### src/rtl/note_sequencer.sv
// Note sequencer: steps a small pattern memory and drives divide/gate.
// Define NOTE_SEQUENCER_LOOP_EN to wrap to step 0 at pattern end.
module note_sequencer #(
    parameter int N  = 8,
    parameter int AW = 4,
    parameter int TW = 20,
    parameter int DW = 8
) (
    input  logic          clk,
    input  logic          rst,
    input  logic          start,
    input  logic          stop,
    input  logic          pause,
    input  logic [TW-1:0] tick_period,
    input  logic [AW:0]   len,
    input  logic          wr_en,
    input  logic [AW-1:0] wr_addr,
    input  logic [N-1:0]  wr_divide,
    input  logic [DW-1:0] wr_dur,
    input  logic          wr_rest,
    output logic [N-1:0]  divide,
    output logic          gate,
    output logic [AW-1:0] step,
    output logic          busy,
    output logic          done
);
    localparam int          DEPTH   = 2 ** AW;
    localparam logic [AW:0] LEN_MAX = (AW+1)'(DEPTH);

    typedef enum logic [1:0] {
        S_IDLE,
        S_PLAY,
        S_PAUSED
    } state_e;

    state_e state_q, state_d;

    logic [N-1:0]  mem_div  [DEPTH];
    logic [DW-1:0] mem_dur  [DEPTH];
    logic          mem_rest [DEPTH];

    logic [AW-1:0] step_q, step_d;
    logic [TW-1:0] tick_q, tick_d;
    logic [DW-1:0] dcnt_q, dcnt_d;
    logic [DW-1:0] dur_q, dur_d;
    logic [N-1:0]  div_q, div_d;
    logic          rest_q, rest_d;
    logic          done_q, done_d;

    logic [AW:0]   len_c;
    logic [DW-1:0] dur_last;
    logic          tick, step_end, last_step;
    logic          start_ok, pat_end, load;
    logic [AW-1:0] ld_addr;

    always_ff @(posedge clk) begin
        if (wr_en) begin
            mem_div[wr_addr]  <= wr_divide;
            mem_dur[wr_addr]  <= wr_dur;
            mem_rest[wr_addr] <= wr_rest;
        end
    end

    always_comb begin
        len_c     = (len > LEN_MAX) ? LEN_MAX : len;
        dur_last  = (dur_q == '0) ? '0 : dur_q - 1'b1;
        tick      = (state_q == S_PLAY) && (tick_q >= tick_period);
        step_end  = tick && (dcnt_q == dur_last);
        last_step = ({1'b0, step_q} + 1'b1) >= len_c;
        start_ok  = (state_q == S_IDLE) && start && (len != '0) && !stop;
        pat_end   = step_end && last_step && !stop;
    end

    always_ff @(posedge clk) begin
        if (rst) begin
            state_q <= S_IDLE;
        end else begin
            state_q <= state_d;
        end
    end

    always_comb begin
        state_d = state_q;
        unique case (state_q)
            S_IDLE: begin
                if (start_ok) state_d = S_PLAY;
            end
            S_PLAY: begin
                if (stop) state_d = S_IDLE;
`ifndef NOTE_SEQUENCER_LOOP_EN
                else if (pat_end) state_d = S_IDLE;
`endif
                else if (pause) state_d = S_PAUSED;
            end
            S_PAUSED: begin
                if (stop) state_d = S_IDLE;
                else if (!pause) state_d = S_PLAY;
            end
            default: state_d = S_IDLE;
        endcase
    end

    // The loaded entry is snapshotted, so a same-edge write is seen next load.
    always_comb begin
`ifdef NOTE_SEQUENCER_LOOP_EN
        load = start_ok || (step_end && !stop);
`else
        load = start_ok || (step_end && !stop && !last_step);
`endif
        ld_addr = (start_ok || last_step) ? '0 : step_q + 1'b1;
        step_d  = step_q;
        tick_d  = tick_q;
        dcnt_d  = dcnt_q;
        dur_d   = dur_q;
        div_d   = div_q;
        rest_d  = rest_q;
        done_d  = pat_end;
        if (start_ok) begin
            tick_d = '0;
            dcnt_d = '0;
        end else if (state_q == S_PLAY) begin
            tick_d = tick ? '0 : tick_q + 1'b1;
            if (step_end) dcnt_d = '0;
            else if (tick) dcnt_d = dcnt_q + 1'b1;
        end
        if (load) begin
            step_d = ld_addr;
            dur_d  = mem_dur[ld_addr];
            rest_d = mem_rest[ld_addr];
            if (!mem_rest[ld_addr]) div_d = mem_div[ld_addr];
        end
    end

    always_ff @(posedge clk) begin
        if (rst) begin
            step_q <= '0;
            tick_q <= '0;
            dcnt_q <= '0;
            dur_q  <= '0;
            div_q  <= '0;
            rest_q <= 1'b0;
            done_q <= 1'b0;
        end else begin
            step_q <= step_d;
            tick_q <= tick_d;
            dcnt_q <= dcnt_d;
            dur_q  <= dur_d;
            div_q  <= div_d;
            rest_q <= rest_d;
            done_q <= done_d;
        end
    end

    always_comb begin
        busy   = (state_q != S_IDLE);
        gate   = (state_q == S_PLAY) && !rest_q;
        divide = div_q;
        step   = step_q;
        done   = done_q;
    end

endmodule

### config.mk
export PLATFORM = sky130hd
export DESIGN_NAME = note_sequencer
export DESIGN_NICKNAME = d
export VERILOG_FILES = /design/src/rtl/note_sequencer.sv
export SDC_FILE = /design/constraint.sdc
export NUM_CORES = 1
export LEC_CHECK = 0
export CORE_ASPECT_RATIO = 0.7
export CORE_UTILIZATION = 50
export CTS_CLUSTER_SIZE = 12
export DETAILED_ROUTE_END_ITERATION = 10
export GPL_ROUTABILITY_DRIVEN = 1
export PLACE_DENSITY = 0.8
export SYNTH_ARGS = -nofsm -noshare
export SYNTH_HDL_FRONTEND = slang
export SYNTH_SLANG_ARGS = --single-unit
### constraint.sdc
create_clock -name clk -period 7.7 [get_ports clk]
set_input_delay 2.31 -clock clk [delete_from_list [all_inputs] [get_ports clk]]
set_output_delay 2.31 -clock clk [all_outputs]
set_load 0.01 [all_outputs]
== Word-level counts from Yosys, hierarchy flattened ==
Memory sizes are Yosys's and may differ from the RTL's. A register that Yosys moved wholly into a read port is not among the register bits.
Index checks and enable logic that the tools add are counted.
Operators by class
  mux-type cells: 15
  $lt $le $gt $ge: 3
  add/sub/neg operators: 5
  reductions and logical operators: 24
  eq/ne operators: 6
  bitwise gates (word level): 1
Operators by type and width (count)
  8-bit two-way mux: 3
  20-bit by 1-bit adder with 20-bit output, second input constant: 1
  20-bit >= comparator: 1
  20-bit two-way mux: 1
  2-bit two-way mux: 6
  1-bit logical AND: 10
  8-bit by 1-bit adder with 8-bit output, second input constant: 1
  8-bit equality test: 1
  8-bit logical NOT: 1
  8-bit by 1-bit subtractor with 8-bit output, second input constant: 1
  2-bit one-hot mux with 3 select lines: 1
  4-bit by 1-bit adder with 5-bit output, second input constant: 1
  5-bit >= comparator: 1
  5-bit > comparator, second input constant: 1
  5-bit two-way mux: 1
  5-bit nonzero test: 1
  4-bit by 1-bit adder with 4-bit output, second input constant: 1
  4-bit two-way mux: 1
  4-bit != test, second input constant: 1
  2-bit AND reduction: 2
  2-bit nonzero test: 2
  1-bit logical NOT: 3
  3-bit != test, second input constant: 1
  3-bit AND reduction: 1
  8 further kinds: 10
Word-level totals
  output and inout port bits: 15
  logic and storage cells: 63
  register bits: 36
  memory bits (writable): 272
  memories kept: 3
Memory list
  mem_div: words 16, width 8, read ports 1, clocked after Yosys merged registers in 1, write ports 1, RTL line 38  | logic [N-1:0] mem_div [DEPTH];
  mem_dur: words 16, width 8, read ports 1, clocked after Yosys merged registers in 1, write ports 1, RTL line 39  | logic [DW-1:0] mem_dur [DEPTH];
  mem_rest: words 16, width 1, read ports 1, clocked after Yosys merged registers in 0, write ports 1, RTL line 40  | logic mem_rest [DEPTH];

== Longest topological paths before layout ==
  depth after elaboration: 9
  mapped depth: 18
  gate-level depth less buffers: 12

== Least setup slack after synthesis ==
OpenSTA, ideal clock, no wires.
  path type: input port to flip-flop
  start point: input len[4]
  end point: register div_q[3], in the netlist divide[3], read port of mem_div
  cell stages on the path: 12
  arrival time: 4510 ps
  path slack: 3053 ps
  buffers on the path: 1
  setup time: 137 ps
  cells stage by stage: inv_1 nand2_1 ha_1 a21o_1 a31oi_1 o211ai_2 nor3_2 nand3_1 a311oi_4 and2_1 buf_6 a311oi_2
Between the ends
  cells in the longest elaborated chain, start to end: 8
  elaborated cells on any way between the ends: 14
  those cells by class: 2 x order compare; 2 x mux; 1 x bitwise; 8 x reduce/logical; 1 x memory
RTL lines
  from (decl): RTL line 15  | input logic [AW:0] len,
  5-bit > comparator / 5-bit nonzero test (equally long branches): RTL line 65, 70
  5-bit two-way mux / 1-bit logical AND (equally long branches): RTL line 65, 70
  5-bit >= comparator / 1-bit logical AND (equally long branches): RTL line 69, 70
  1-bit logical OR: RTL line 110  | ld_addr = (start_ok || last_step) ? '0 : step_q + 1'b1;
  4-bit two-way mux: RTL line 110
  memory read 16 x 1 bit
  1-bit NOT (no source line)
  2-bit AND reduction (no source line)
  to (decl): RTL line 46  | logic [N-1:0] div_q, div_d;
Several ways; a longest one is shown, not always the timed one.
A chain may end at the register's enable or synchronous reset.

== Worst setup path in the final report ==
  start point: input len[4]
  end point: register div_q[2], in the netlist divide[2], read port of mem_div
The elaborated chain is that of the path after synthesis.

==> qor.txt <==
status = finished clean
Mapped Avg Cell Area = 13.7 µm²
number of global-route vias before repair = 8641
Post-synth EDFFs = 272
antenna violations before repair = 1
crit-path max FO = 26
global placement routability congestion = 0.890
Core Box Area = 0.0271 mm²
Rows = 50
Port-buffer cells = 66
Bufs and invs on worst path = 2
worst rel slew slack = 17.0%
area share of the leading cell type in the synthesized netlist = 58.4%
leak pwr = 5.22 nW
diode count = 0
final wirelength = 32600 µm
initial DRC count = 891
# resized after CTS = 0
Tmin final = 5.91 ns
Pwr Density = 237 mW/mm²
hold-fix buffer count after cts = 0
register area share after synthesis = 65.9%
post-synthesis register bit count = 324
area growth from synthesis to layout = 14.4%
hold endpoint = tick_q[19]
Hold Slack = 0.524 ns
die area = 0.0286 mm²
Worst R2R End = divide[2]
Max Clk Rate = 169 MHz
CTS max path bufs = 3
synth unique cells = 69
post-synthesis cell count = 1019
crit-path max cell delay = 0.87 ns
Post-CTS Setup Repair Bufs = 0
post-synth top area cell = edfxtp_1
period utilisation layout = 76.7%
hold path cells = 2
Synth area leaders = edfxtp_1 58%, dfxtp_1 7.4%, mux2i_1 5.7%
CP startpoint = len[4]
syn nets = 1100
Peak VDD IR = 0.186 mV
WL/cell = 22.0 µm
startpoint types = primary input
CTS H-Tree Depth = 1
first-pass GRT wire length = 50100 µm
post-route ant nets = 0
CTS tree = done
Hold Violations, Final = 0
worst reg2reg setup slack = 2.68 ns
HPWL after detailed placement = 20500 µm
Non-Filler Instances = 1480
Slew Limit Fails = 0
Max Cap Viol = 0
Starting Density = 51.6%
CP required = 8.14 ns
crit path max-delay cell type = o211a_1
CTS Buf Count = 31
FILL cells = 2069
most common cell after layout, fill and taps aside = edfxtp_1
Clock Skew = 0.0127 ns
worst hold path type = reg2reg
Synth Flop Type = edfxtp_1
ratio of cells with drive above 1 in the final layout = 10.5%
NumNets Final = 1172
Vias/cell = 6.07
Reg2Reg Depth = 13
# DRC = 0
worst r2r src = step[0]
drt first pass iters = 6
Vert. Die Dim = 142 µm
Global Route Usage Sum = 23.0%
CP dominant cell by count = nand2_1
setup violators final = 0
Setup TNS = 0 ns
Worst EP arrival = 6.35 ns
CP Capture Type = flop
DP Cell Count = 1422
commonest non-fill, non-tap cells in the layout = 272 x edfxtp_1, 86 x nor2_1, 79 x mux2i_1
RSZ-0062 raised after global routing = false
vias = 8986
CTS root buf = clkbuf_16
critical path class = in2reg
width of the die = 202 µm
Post-Layout Inst Area = 0.0160 mm²
GRT overflow = 0
crit-path cells = clkdlybuf4s50_1 -> inv_1 -> nand2_1 -> ha_1 -> a21o_1 -> a31oi_1 -> o211a_1 -> nand2_1 -> nand3_1 -> o22ai_1 -> nor4_1 -> a311oi_2
clk sink count = 324
worst-skew pair later-pin latency = 0.58 ns
Placed Area = 0.0151 mm²
top cell family by delay on the critical path = compound AO/OA/AOI/OAI gates
largest net degree at the start of global routing = 67
Ys Warns = 0
min-delay src = tick_q[19]
share of flip-flops with an asynchronous set or reset = 0%
Reg clk slew, reported paths = 0.06 ns
worst-margin pin slew = 1.24 ns
# IOs = 67
Mapped Area = 0.0140 mm²
where the power goes:
part | total, mW | switching (mW) | internal (mW)
Combinational | 0.420 | 0.252 | 0.168
Sequential | 1.98 | 0.0378 | 1.94
Clock | 1.40 | 0.635 | 0.761
per-stage QoR:
stage | setup WS (ns) | total power, mW | utilization (%)
2_1_floorplan | 3.05 | 2.28 | -
3_3_place_gp | 1.53 | 2.41 | 55.7
3_5_place_dp | 1.35 | 2.43 | 55.7
4_1_cts | 1.96 | 3.81 | 59.1
5_1_grt | 1.65 | 3.92 | 59.1
6_report | 1.79 | 3.80 | 59.1
worst reg2reg max path: stages (launching register included):
cell and delay (ns):
dfxtp_4 0.68, ha_1 0.31, xnor2_2 0.12, buf_4 0.35, inv_2 0.08, ha_1 0.32, a21o_1 0.16, a31oi_1 0.30
o211a_1 0.88, nand2_1 0.55, nand3_1 0.46, o22ai_1 0.17, nor4_1 0.37, a311oi_2 0.15
how the worst max path moves through the flow:
stage / to / cells after the start / slack [ns]
global placement: divide[5] / 12 / 1.53
CTS: divide[2] / 12 / 1.96
floorplan: divide[3] / 12 / 3.05
finish: divide[2] / 12 / 1.79
global route: divide[2] / 12 / 1.65
detailed placement: divide[2] / 12 / 1.35
routing by layer:
metal / share of wire (%) / wire length [µm] / vias up / track usage (%)
li1: - / - / 4074 / -
met3: 11 / 3600 / 65 / 6.75
met5: 0.040 / 13 / - / 0
met4: 2.5 / 822 / 2 / 6.54
met1: 45 / 14700 / 4384 / 34.5
met2: 41 / 13500 / 461 / 32.3
registers in the layout, indices dropped and copies added (netlist names), 4 cells and up:
| name | flops |
|---|---|
| tick_q | 20 |
| mem_div | 128 |
| mem_rest | 16 |
| mem_dur | 128 |
| step | 4 |
| dcnt_q | 8 |
| dur_q | 8 |
| divide | 8 |
cells in the mapped netlist, types with 15 or more instances:
master	n
edfxtp_1	272
nor2_1	98
mux2i_1	79
nand2_1	53
dfxtp_1	52
a21oi_1	40
o22ai_1	38
clkbuf_1	29
ha_1	29
inv_1	23
o21ai_0	23
nand3_1	21
xor2_1	21
a221oi_1	16
nor3_1	16
nand4_1	15
nor4_1	15
layout make-up:
type,count,area [µm²],area share [%]
clock buffers,55,866,5.41
inverters,27,101,0.633
flip-flops and latches,324,9210,57.6
clock inverters,3,36.3,0.227
well taps,364,455,2.85
repair buffers,89,833,5.21
multi-input cells,618,4500,28.1
kinds of logic (layout without fill, tap and decap cells):
kind of cell / after synthesis / count (layout) / share of synthesized area (%)
DFF: 324 / 324 / 65.9
buffers and inverters: 77 / 174 / 2.39
AOI/OAI and AO/OA: 181 / 181 / 9.42
muxes: 89 / 89 / 7.27
xor gates and xnor gates: 33 / 33 / 2.07
and+or+nand+nor: 286 / 286 / 10.4
adders and majority gates: 29 / 29 / 2.60
(Power assumes the default switching activity.)
